$ cat config.mk
export PLATFORM = sky130hd
export DESIGN_NAME = cpu_req_master_flat
export DESIGN_NICKNAME = d
export VERILOG_FILES = /design/src/rtl/cpu_req_master_if.sv /design/src/rtl/cpu_req_master.sv /design/src/flat_wrapper.sv
export SDC_FILE = /design/constraint.sdc
export NUM_CORES = 1
export LEC_CHECK = 0
export BUFFER_PORTS_ARGS = -buffer_cell sky130_fd_sc_hd__buf_2
export CORE_MARGIN = 10
export CORE_UTILIZATION = 29
export CTS_CLUSTER_SIZE = 40
export DETAILED_ROUTE_END_ITERATION = 8
export PLACE_DENSITY = 0.56
export SYNTH_ARGS = -nofsm -noshare
export SYNTH_HDL_FRONTEND = slang
export SYNTH_SLANG_ARGS = --single-unit
$ cat constraint.sdc
create_clock -name clk -period 3.35 [get_ports clk]
set_clock_uncertainty 0.2 [all_clocks]
set_input_delay 0.1675 -clock clk [delete_from_list [all_inputs] [get_ports clk]]
set_output_delay 0.1675 -clock clk [all_outputs]
set_load 0.02 [all_outputs]
$ cat src/rtl/cpu_req_master_if.sv
// Host command/response channels and the cache-controller request bus of cpu_req_master.
// The master modport is the cpu_req_master side; slave is the host/controller side.
interface cpu_req_master_if #(
   parameter int ADDRESSLENGTH = 16,
   parameter int DATALENGTH    = 32
);
   logic                     cmd_valid;
   logic                     cmd_ready;
   logic                     cmd_write;
   logic [ADDRESSLENGTH-1:0] cmd_addr;
   logic [DATALENGTH-1:0]    cmd_wdata;

   logic                     rsp_valid;
   logic                     rsp_ready;
   logic [DATALENGTH-1:0]    rsp_rdata;
   logic                     rsp_write;
   logic                     rsp_error;

   logic                     cpu_re;
   logic                     cpu_we;
   logic [ADDRESSLENGTH-1:0] cpu_addr;
   logic [DATALENGTH-1:0]    cpu_wdata;
   logic [DATALENGTH-1:0]    cpu_rdata;
   logic                     ready;

   modport master (
      input  cmd_valid, cmd_write, cmd_addr, cmd_wdata,
      output cmd_ready,
      output rsp_valid, rsp_rdata, rsp_write, rsp_error,
      input  rsp_ready,
      output cpu_re, cpu_we, cpu_addr, cpu_wdata,
      input  cpu_rdata, ready
   );

   modport slave (
      output cmd_valid, cmd_write, cmd_addr, cmd_wdata,
      input  cmd_ready,
      input  rsp_valid, rsp_rdata, rsp_write, rsp_error,
      output rsp_ready,
      input  cpu_re, cpu_we, cpu_addr, cpu_wdata,
      output cpu_rdata, ready
   );
endinterface

$ cat src/rtl/cpu_req_master.sv
// CPU-side initiator: queues host commands, issues them one at a time to the cache
// controller, collects results into a response queue and times out stuck requests.
module cpu_req_master #(
   parameter int ADDRESSLENGTH  = 16,
   parameter int DATALENGTH     = 32,
   parameter int FIFO_DEPTH     = 4,
   parameter int TIMEOUT        = 15,
   parameter int RECOVER_CYCLES = 4
) (
   input  logic             clk,
   input  logic             reset,
   cpu_req_master_if.master bus,
   output logic             busy,
   output logic [15:0]      txn_count,
   output logic [7:0]       timeout_count
);

   localparam int PW   = $clog2(FIFO_DEPTH);
   localparam int TMAX = (TIMEOUT > RECOVER_CYCLES) ? TIMEOUT : RECOVER_CYCLES;
   localparam int TW   = $clog2(TMAX + 1);

   localparam logic [TW-1:0] TIMER_LAST   = TW'(TIMEOUT - 1);
   localparam logic [TW-1:0] RECOVER_LAST = TW'(RECOVER_CYCLES - 1);
   localparam logic [PW:0]   RSP_ROOM     = (PW + 1)'(FIFO_DEPTH - 1);

   localparam logic [1:0] IDLE    = 2'd0;
   localparam logic [1:0] REQ     = 2'd1;
   localparam logic [1:0] RECOVER = 2'd2;

   typedef struct packed {
      logic                     write;
      logic [ADDRESSLENGTH-1:0] addr;
      logic [DATALENGTH-1:0]    wdata;
   } cmd_t;

   typedef struct packed {
      logic [DATALENGTH-1:0] rdata;
      logic                  write;
      logic                  error;
   } rsp_t;

   cmd_t cmd_mem [FIFO_DEPTH];
   rsp_t rsp_mem [FIFO_DEPTH];

   logic [PW:0] cmd_wp, cmd_rp, rsp_wp, rsp_rp, rsp_level;
   logic        cmd_full, cmd_empty, cmd_push, cmd_pop;
   logic        rsp_full, rsp_empty, rsp_push, rsp_pop;
   cmd_t        cmd_head;
   rsp_t        rsp_head, rsp_in;

   logic [1:0]               state;
   logic                     req_write;
   logic [ADDRESSLENGTH-1:0] req_addr;
   logic [DATALENGTH-1:0]    req_wdata;
   logic [TW-1:0]            timer;
   logic                     timed_out;

   assign cmd_empty = (cmd_wp == cmd_rp);
   assign cmd_full  = (cmd_wp[PW] != cmd_rp[PW]) && (cmd_wp[PW-1:0] == cmd_rp[PW-1:0]);
   assign rsp_empty = (rsp_wp == rsp_rp);
   assign rsp_full  = (rsp_wp[PW] != rsp_rp[PW]) && (rsp_wp[PW-1:0] == rsp_rp[PW-1:0]);
   assign rsp_level = rsp_wp - rsp_rp;

   assign cmd_push = bus.cmd_valid && !cmd_full;
   assign rsp_pop  = !rsp_empty && bus.rsp_ready;
   assign cmd_head = cmd_mem[cmd_rp[PW-1:0]];
   assign rsp_head = rsp_mem[rsp_rp[PW-1:0]];

   assign bus.cmd_ready = !cmd_full;
   assign bus.rsp_valid = !rsp_empty;
   assign bus.rsp_rdata = rsp_head.rdata;
   assign bus.rsp_write = rsp_head.write;
   assign bus.rsp_error = rsp_head.error;

   // Gating by ready keeps the controller from seeing a second request in its ready cycle.
   assign bus.cpu_re    = (state == REQ) && !req_write && !bus.ready;
   assign bus.cpu_we    = (state == REQ) &&  req_write && !bus.ready;
   assign bus.cpu_addr  = req_addr;
   assign bus.cpu_wdata = req_wdata;
   assign busy          = (state != IDLE) || !cmd_empty;

   // NOTE: every output of this block gets a default first, so no path can infer a latch.
   always_comb begin
      rsp_push  = 1'b0;
      rsp_in    = '0;
      cmd_pop   = 1'b0;
      timed_out = (state == REQ) && !bus.ready && (timer == TIMER_LAST);
      if ((state == REQ) && (bus.ready || timed_out)) begin
         rsp_push     = 1'b1;
         rsp_in.write = req_write;
         rsp_in.error = timed_out;
         rsp_in.rdata = (bus.ready && !req_write) ? bus.cpu_rdata : '0;
      end
      // Chaining straight out of the ready cycle needs room for this response and the next.
      if (!cmd_empty) begin
         if (state == IDLE)
            cmd_pop = !rsp_full;
         else if ((state == REQ) && bus.ready)
            cmd_pop = (rsp_level < RSP_ROOM) || rsp_pop;
      end
   end

   // NOTE: storage arrays have no reset; the pointers alone decide which entries are live.
   always_ff @(posedge clk) begin
      if (cmd_push)
         cmd_mem[cmd_wp[PW-1:0]] <= '{write: bus.cmd_write, addr: bus.cmd_addr, wdata: bus.cmd_wdata};
      if (rsp_push)
         rsp_mem[rsp_wp[PW-1:0]] <= rsp_in;
   end

   // NOTE: sequential state uses <= so every register samples pre-edge values.
   always_ff @(posedge clk or negedge reset) begin
      if (!reset) begin
         cmd_wp <= '0;
         cmd_rp <= '0;
         rsp_wp <= '0;
         rsp_rp <= '0;
      end else begin
         if (cmd_push) cmd_wp <= cmd_wp + 1'b1;
         if (cmd_pop)  cmd_rp <= cmd_rp + 1'b1;
         if (rsp_push) rsp_wp <= rsp_wp + 1'b1;
         if (rsp_pop)  rsp_rp <= rsp_rp + 1'b1;
      end
   end

   always_ff @(posedge clk or negedge reset) begin
      if (!reset) begin
         state         <= IDLE;
         req_write     <= 1'b0;
         req_addr      <= '0;
         req_wdata     <= '0;
         timer         <= '0;
         txn_count     <= '0;
         timeout_count <= '0;
      end else begin
         if (cmd_pop) begin
            req_write <= cmd_head.write;
            req_addr  <= cmd_head.addr;
            req_wdata <= cmd_head.wdata;
         end
         case (state)
            IDLE: begin
               if (cmd_pop) begin
                  state <= REQ;
                  timer <= '0;
               end
            end
            REQ: begin
               if (bus.ready) begin
                  txn_count <= txn_count + 16'd1;
                  timer     <= '0;
                  if (!cmd_pop) state <= IDLE;
               end else if (timed_out) begin
                  txn_count <= txn_count + 16'd1;
                  if (timeout_count != 8'hFF) timeout_count <= timeout_count + 8'd1;
                  timer <= '0;
                  state <= RECOVER;
               end else begin
                  timer <= timer + TW'(1);
               end
            end
            RECOVER: begin
               if (timer == RECOVER_LAST) begin
                  timer <= '0;
                  state <= IDLE;
               end else begin
                  timer <= timer + TW'(1);
               end
            end
            default: state <= IDLE;
         endcase
      end
   end

endmodule

$ cat src/flat_wrapper.sv
// flat-port wrapper written by rule: the top's interface ports become plain ports
module cpu_req_master_flat 
#(
   parameter int ADDRESSLENGTH  = 16,
   parameter int DATALENGTH     = 32,
   parameter int FIFO_DEPTH     = 4,
   parameter int TIMEOUT        = 15,
   parameter int RECOVER_CYCLES = 4
)
  (clk, reset, busy, txn_count, timeout_count, bus_cmd_valid, bus_cmd_write, bus_cmd_addr, bus_cmd_wdata, bus_cmd_ready, bus_rsp_valid, bus_rsp_rdata, bus_rsp_write, bus_rsp_error, bus_rsp_ready, bus_cpu_re, bus_cpu_we, bus_cpu_addr, bus_cpu_wdata, bus_cpu_rdata, bus_ready);
  cpu_req_master_if #(.ADDRESSLENGTH(ADDRESSLENGTH), .DATALENGTH(DATALENGTH)) bus_i ();
  input  logic clk;
  input  logic reset;
  output logic busy;
  output logic [15:0] txn_count;
  output logic [7:0] timeout_count;
  input wire logic [$bits(bus_i.cmd_valid)-1:0] bus_cmd_valid;
  input wire logic [$bits(bus_i.cmd_write)-1:0] bus_cmd_write;
  input wire logic [$bits(bus_i.cmd_addr)-1:0] bus_cmd_addr;
  input wire logic [$bits(bus_i.cmd_wdata)-1:0] bus_cmd_wdata;
  output wire logic [$bits(bus_i.cmd_ready)-1:0] bus_cmd_ready;
  output wire logic [$bits(bus_i.rsp_valid)-1:0] bus_rsp_valid;
  output wire logic [$bits(bus_i.rsp_rdata)-1:0] bus_rsp_rdata;
  output wire logic [$bits(bus_i.rsp_write)-1:0] bus_rsp_write;
  output wire logic [$bits(bus_i.rsp_error)-1:0] bus_rsp_error;
  input wire logic [$bits(bus_i.rsp_ready)-1:0] bus_rsp_ready;
  output wire logic [$bits(bus_i.cpu_re)-1:0] bus_cpu_re;
  output wire logic [$bits(bus_i.cpu_we)-1:0] bus_cpu_we;
  output wire logic [$bits(bus_i.cpu_addr)-1:0] bus_cpu_addr;
  output wire logic [$bits(bus_i.cpu_wdata)-1:0] bus_cpu_wdata;
  input wire logic [$bits(bus_i.cpu_rdata)-1:0] bus_cpu_rdata;
  input wire logic [$bits(bus_i.ready)-1:0] bus_ready;
  assign bus_i.cmd_valid = bus_cmd_valid;
  assign bus_i.cmd_write = bus_cmd_write;
  assign bus_i.cmd_addr = bus_cmd_addr;
  assign bus_i.cmd_wdata = bus_cmd_wdata;
  assign bus_cmd_ready = bus_i.cmd_ready;
  assign bus_rsp_valid = bus_i.rsp_valid;
  assign bus_rsp_rdata = bus_i.rsp_rdata;
  assign bus_rsp_write = bus_i.rsp_write;
  assign bus_rsp_error = bus_i.rsp_error;
  assign bus_i.rsp_ready = bus_rsp_ready;
  assign bus_cpu_re = bus_i.cpu_re;
  assign bus_cpu_we = bus_i.cpu_we;
  assign bus_cpu_addr = bus_i.cpu_addr;
  assign bus_cpu_wdata = bus_i.cpu_wdata;
  assign bus_i.cpu_rdata = bus_cpu_rdata;
  assign bus_i.ready = bus_ready;
  cpu_req_master #(.ADDRESSLENGTH(ADDRESSLENGTH), .DATALENGTH(DATALENGTH), .FIFO_DEPTH(FIFO_DEPTH), .TIMEOUT(TIMEOUT), .RECOVER_CYCLES(RECOVER_CYCLES)) u_core (.clk(clk), .reset(reset), .bus(bus_i), .busy(busy), .txn_count(txn_count), .timeout_count(timeout_count));
endmodule
# --- Yosys cells after proc, flatten, opt, wreduce, memory -nomap -nowiden ---
# Memories as Yosys holds them, arrays and structs flattened. A register that Yosys moved wholly into a read port is not among the register bits.
# Index checks and enable logic that the tools add are counted.
word_totals:
  ff_bits: 42
  ramBits: 332
  output_inout_bits: 111
  wordCells: 89
  mem_count: 2
op_classes:
  addsub: 8
  order_cmp: 1
  eq_ne: 15
  mux: 23
  bitwise_logic: 1
  n_reduce_logical: 31
memory_table:
  columns: ["name", "depth", "width", "read_ports", "rd_ports_with_merged_regs", "write_ports", "line_no", "source"]
  rows:
  - ["u_core.cmd_mem", 4, 49, 1, 1, 1, "cpu_req_master.sv:42", "cmd_t cmd_mem [FIFO_DEPTH];"]
  - ["u_core.rsp_mem", 4, 34, 1, 0, 1, "cpu_req_master.sv:43", "rsp_t rsp_mem [FIFO_DEPTH];"]
ops:
  columns: ["cell", "n"]
  rows:
  - ["$mux W34", 1]
  - ["$mux W16", 2]
  - ["$mux W32", 1]
  - ["$add A16 B1 Y16 const B", 1]
  - ["$mux W4", 4]
  - ["$logic_and A1 B1 Y1", 13]
  - ["$add A3 B1 Y3 const B", 4]
  - ["$pmux W4 S3", 1]
  - ["$mux W2", 5]
  - ["$add A8 B1 Y8 const B", 1]
  - ["$mux W1", 8]
  - ["$ne A8 B8 Y1 const B", 1]
  - ["$reduce_and A4 Y1", 2]
  - ["$logic_not A1 Y1", 7]
  - ["$eq A3 B3 Y1", 2]
  - ["$pmux W2 S3", 1]
  - ["$add A4 B1 Y4 const B", 1]
  - ["$eq A2 B2 Y1", 2]
  - ["$eq A4 B2 Y1 const B", 1]
  - ["$eq A4 B4 Y1 const B", 1]
  - ["$ne A2 B1 Y1 const B", 2]
  - ["$reduce_and A2 Y1", 2]
  - ["$reduce_bool A2 Y1", 2]
  - ["$logic_or A1 B1 Y1", 3]
  - ["10 further kinds", 11]

# --- Logic depth before layout (Yosys ltp) ---
logic_depth:
  depth_word: 10
  depth_mapped: 11
  mapped_depth_nobuf: 9

# --- Worst setup path after synthesis ---
# OpenSTA, ideal clock, no wires.
synth_timing:
  path_type: "register -> register"
  start: "register u_core.rsp_rp[1]"
  end: "register u_core.req_wdata[0], in the netlist u_core.bus.cpu_wdata[0] (read register of u_core.cmd_mem)"
  arrival_time_ns: 2.964
  required_time_ns: 3.023
  setup_slack_ns: 0.058
  path_stages_with_launch: 11
  period_less_slack_ns: 3.292
  path_cell_list: "dfrtp_1 > clkbuf_1 > buf_1 > inv_1 > fa_1 > nor2b_1 > or4_1 > a31oi_2 > buf_6 > buf_6 > mux2_1"
synth_via:
  elab_chain_len: 7
synth_rtl:
  columns: ["item", "line_no", "source"]
  rows:
  - ["from (decl)", "cpu_req_master.sv:45", "logic [PW:0] cmd_wp, cmd_rp, rsp_wp, rsp_rp, rsp_level;"]
  - ["from (signal assigned)", "cpu_req_master.sv:122", "if (rsp_pop) rsp_rp <= rsp_rp + 1'b1;"]
  - ["parallel branches: the longest is 5 deep, another holds $sub A3 B3 Y3", null, null]
  - ["$mux W1 *", "cpu_req_master.sv:96", "if (state == IDLE)"]
  - ["$mux W1 *", "cpu_req_master.sv:95", "if (!cmd_empty) begin"]
  - ["to (decl)", "cpu_req_master.sv:54", "logic [DATALENGTH-1:0] req_wdata;"]
# Mark *: on every way between the ends.
# A chain may end at the register's enable or synchronous reset.

# --- Worst setup path after layout ---
layout_timing:
  start: "register u_core.rsp_wp[0]"
  end: "register u_core.req_addr[9], in the netlist u_core.bus.cpu_addr[9] (read register of u_core.cmd_mem)"
layout_via:
  elab_chain_len: 7
layout_rtl:
  columns: ["item", "line_no", "source"]
  rows:
  - ["from (decl)", "cpu_req_master.sv:45", null]
  - ["from (signal assigned)", "cpu_req_master.sv:121", "if (rsp_push) rsp_wp <= rsp_wp + 1'b1;"]
  - ["parallel branches: the longest is 5 deep, another holds $sub A3 B3 Y3", null, null]
  - ["$mux W1 *", "cpu_req_master.sv:96", null]
  - ["$mux W1 *", "cpu_req_master.sv:95", null]
  - ["to (decl)", "cpu_req_master.sv:53", "logic [ADDRESSLENGTH-1:0] req_addr;"]
# Marked as above.

==> results.md <==
- The flow ran to the end, and the final reports show no timing, DRC or antenna violations.
- The synthesized area divided by synthesized cell count is approximately 21 um2.
- The maximum ir drop on the vdd rail is 0.000554 V.
- The maximum number of pins on one net before global-route repair is 57.
- The smallest setup slack after layout is 171 ps.
- The root cell of the clock tree is sky130_fd_sc_hd__clkbuf_16.
- The worst setup path is launched from a register.
- In this design, the critical path's most frequently occurring cell is sky130_fd_sc_hd__inv_1.
- The reg-to-reg endpoint is u_core.bus.cpu_addr[9]$_DFFE_PN0P_.
- In the synthesized netlist the async set-or-reset flop fraction comes to about 22%.
- The worst path in the final design needs a cycle of approximately 3200 ps, including I/O delays and setup.
- The initial utilization of the core area, before any placement, comes to just under 30%.
- TritonCTS built the clock tree.
- Of all nets on the critical path, the largest fanout is 56.
- The worst hold-check path type is in2async.
- After legalization and detailed placement, the total HPWL measured 21300 um.
- The initial antenna violation count was 5.
- The mapped netlist covers between 15000 and 20000 um2.
- The number of endpoints failing setup at the final stage is 0.
- The post-synthesis cell count is 787.
- Counting every net in the synthesized netlist gives 894.
- The number of buffers created by CTS is 48.
- The area overhead of the layout relative to synthesis is 27.5%.
- In this run, synthesis produced a sequential element count of roughly 420.
- The worst setup path is captured at a register.
- Setup repair after global routing left no endpoint under its margin.
- The total overflow left after global routing is 0.
- Buffers added to address setup during post-CTS repair amount to 0.
- The final setup TNS is 0 ps.
- The worst setup path is of the reg2reg kind.
- The post-route fraction of the period consumed by the critical path is 94.9%.
- The floorplan step defined a die boundary enclosing 66000 um2.
- The source of the worst register-to-register timing path is u_core.rsp_wp[0]$_DFFE_PN0P_.
- The wire length of the first global-routing pass is around 56000 um.
- The total number of clock tree sinks is 423.
- The number of max-cap violations is 0.
- The final routed wirelength across all metal layers is approximately 36000 um.
- The clock edge transition at the registers on the reported setup and hold paths is 60 ps.
- For this run, the top clock speed supported by timing is 315 MHz.
- The detailed-router iteration count before antenna repair is 5.
- In this run the core area contains 86 standard-cell rows.
- On the worst path, the slowest cell contributes a delay of 530 ps.
- Counting flops with a built-in enable in the synthesized netlist gives 332.
- Cells fill 37.5% of the core in the end.
- The number of port buffers is 196.
- For this run, the total global-route usage over all layers was measured as 10.9%.
- The via density per instance is 4.37.
- Yosys printed 0 warnings.
- The I/O pin total is 197.
- The filler cells instantiated in the layout total roughly 5000.
- The routed length per placed instance is 19.1 um.
- The clock latency at the later pin of the worst-skew pair is 580 ps.
- The placeable core area is around 55000 um2.
- The number of buffers and inverters on the critical path is 3.
- The number of cells on the worst reg-to-reg path is 9.
- The maximum count of clock buffers along a single path is 3.
- The number of violations reported at the end of detailed-routing iteration 0 is between 400 and 500.
- The final number of max-transition violations is 0.
- After detailed routing, the number of remaining DRC violations is 0.
- The count of nets left with antenna violations once routing finished came out at 0.
- At the end of routability-driven placement, the weighted congestion stood at 0.709.
- Cells with a size suffix above 1 make up 35.0% of the layout.
- The worst hold-check slack is 11.4 ps.
- The worst slack after detailed placement is 186 ps.
- The power consumption is about 19 mW.
- Headroom to the max-slew limit came out at 45.1%.
- In this run the horizontal extent of the chip is 257 um.
- The slowest cell on the critical path is sky130_fd_sc_hd__or4_1.
- The data arrival time of the worst path is 3430 ps.
- The die is 257 um tall.
- Walking the worst path, the cells encountered are inv_1 > ha_1 > inv_1 > fa_1 > nor2b_1 > or4_1 > a31oi_4 > buf_12 > mux2_2.
- The family with the most delay on the worst path is simple AND/OR/NAND/NOR gates.
- The slew at the pin with the worst max-slew slack is around 800 ps.
- The final layout contains 1212 nets.
- The total leakage power is 7.62 nW.
- Yosys mapped the design onto 41 distinct sky130hd cell types.
- For this block, the via count after detailed routing is 8286.
- Data on the critical path is required at its endpoint by around 3600 ps.
- The setup check on the worst reg-to-reg path leaves a slack of around 170 ps.
- The number of global-route vias before repair is 9127.
- The number of hold-slack violations in the final timing report is 0.
- Among all flip-flop cells after synthesis, the most frequent one is sky130_fd_sc_hd__edfxtp_1.
- The total power per unit cell area is 914 nW/um2.
- After synthesis, flip-flops and latches occupy 75.3% of the total area.
- CTS built an H-tree with a depth of 2.
## metal layers
layer	global-route usage (%)	wire length, um
met4	2.86	592
met1	14.0	16200
met5	0	48
met2	17.7	17000
met3	3.10	2400
## report_power, final
group | total [mW] | switching (mW) | internal [mW]
Clock | 5.21 | 2.13 | 3.08
Combinational | 6.28 | 3.57 | 2.71
Sequential | 7.48 | 0.468 | 7.01
## logic make-up after synthesis
group           count (synthesis)  synth area share, %
flops                         423                 75.3
mux                           137                 15.2
simple gates                  106                 3.62
buf+inv                        45                 1.31
xor+xnor                       35                 1.97
fa+ha+maj                      21                 1.66
compound gates                 20                0.923
## repair_timing
action	in CTS	in global routing
resized for setup	0	0
hold endpoints to repair	381	0
hold buffers	85	0
## flip-flops by register name (all words and copies together) (netlist names), 4 cells and up
signal / count
u_core.bus.cpu_addr: 16
u_core.bus.cpu_wdata: 32
u_core.cmd_mem: 196
u_core.rsp_mem: 136
u_core.timeout_count: 8
u_core.timer: 4
u_core.txn_count: 16
## per-stage QoR
stage / instance area (um2) / cells
after floorplan: 16300 / 787
after global placement: 18300 / 1718
after detailed placement: 18300 / 1718
after CTS: 20700 / 1893
after global routing: 20700 / 1894
final: 20700 / 1894
## cells in the mapped netlist, types with 2 or more instances
library cell | count | share of area (%)
sky130_fd_sc_hd__buf_1 | 5 | 0.12
sky130_fd_sc_hd__nand2_1 | 17 | 0.39
sky130_fd_sc_hd__o21ai_0 | 5 | 0.15
sky130_fd_sc_hd__inv_1 | 13 | 0.30
sky130_fd_sc_hd__nor3_1 | 2 | 0.062
sky130_fd_sc_hd__a311o_1 | 2 | 0.12
sky130_fd_sc_hd__xnor2_1 | 24 | 1.3
sky130_fd_sc_hd__buf_6 | 5 | 0.35
sky130_fd_sc_hd__nand2b_1 | 4 | 0.15
sky130_fd_sc_hd__mux4_2 | 83 | 11
sky130_fd_sc_hd__mux2_2 | 19 | 1.3
sky130_fd_sc_hd__nor2b_1 | 2 | 0.077
sky130_fd_sc_hd__edfxtp_1 | 332 | 61
sky130_fd_sc_hd__ha_1 | 20 | 1.5
sky130_fd_sc_hd__a21oi_1 | 2 | 0.062
sky130_fd_sc_hd__clkbuf_1 | 19 | 0.44
sky130_fd_sc_hd__buf_2 | 2 | 0.062
sky130_fd_sc_hd__mux2_1 | 34 | 2.4
sky130_fd_sc_hd__nand4_1 | 4 | 0.15
sky130_fd_sc_hd__and4_1 | 3 | 0.16
sky130_fd_sc_hd__o31ai_1 | 2 | 0.092
sky130_fd_sc_hd__xor2_1 | 10 | 0.54
sky130_fd_sc_hd__dfrtp_1 | 91 | 14
sky130_fd_sc_hd__and3_1 | 6 | 0.23
sky130_fd_sc_hd__nor2_1 | 8 | 0.18
sky130_fd_sc_hd__and2_1 | 42 | 1.6
sky130_fd_sc_hd__o2bb2ai_1 | 2 | 0.11
sky130_fd_sc_hd__nand3_1 | 16 | 0.49
## how the worst max path moves through the flow
stage	slack (ps)	endpoint	start	depth (start not counted)
2_1_floorplan	60	u_core.bus.cpu_wdata[0]$_DFFE_PN0P_	u_core.rsp_rp[1]$_DFFE_PN0P_	10
3_3_place_gp	220	u_core.bus.cpu_addr[12]$_DFFE_PN0P_	u_core.rsp_wp[0]$_DFFE_PN0P_	9
3_5_place_dp	190	u_core.bus.cpu_addr[4]$_DFFE_PN0P_	u_core.rsp_wp[0]$_DFFE_PN0P_	9
4_1_cts	130	u_core.bus.cpu_addr[0]$_DFFE_PN0P_	u_core.rsp_wp[0]$_DFFE_PN0P_	9
5_1_grt	40	u_core.bus.cpu_addr[9]$_DFFE_PN0P_	u_core.rsp_wp[0]$_DFFE_PN0P_	9
6_report	170	u_core.bus.cpu_addr[9]$_DFFE_PN0P_	u_core.rsp_wp[0]$_DFFE_PN0P_	9
## final cells by class
class / count / area [um2] / area share, %
inverter: 13 / 48.8 / 0.235
clock buffer: 69 / 1320 / 6.36
sequential: 423 / 12300 / 59.1
timing repair buffer: 300 / 2090 / 10.1
clock inverter: 21 / 267 / 1.28
multi-input combinational: 319 / 3830 / 18.5
tap: 748 / 936 / 4.51
antenna: 1 / 2.50 / 0.0121
## layout by cell type (no fill, tap or decap), drive strengths merged, types with 2 or more instances in the layout
cell type,instances
edfxtp,332
buf,215
dfrtp,91
dlygate4sd3,85
mux4,83
clkbuf,69
mux2,53
and2,42
xnor2,24
ha,20
nand2,17
nand3,16
inv,16
clkinv,14
xor2,10
nor2,8
and3,6
o21ai,5
nand2b,4
nand4,4
bufinv,4
and4,3
a21boi,2
nor3,2
a311o,2
nor2b,2
a21oi,2
o31ai,2
o2bb2ai,2
Note: power is estimated with default switching activity, not from simulation.
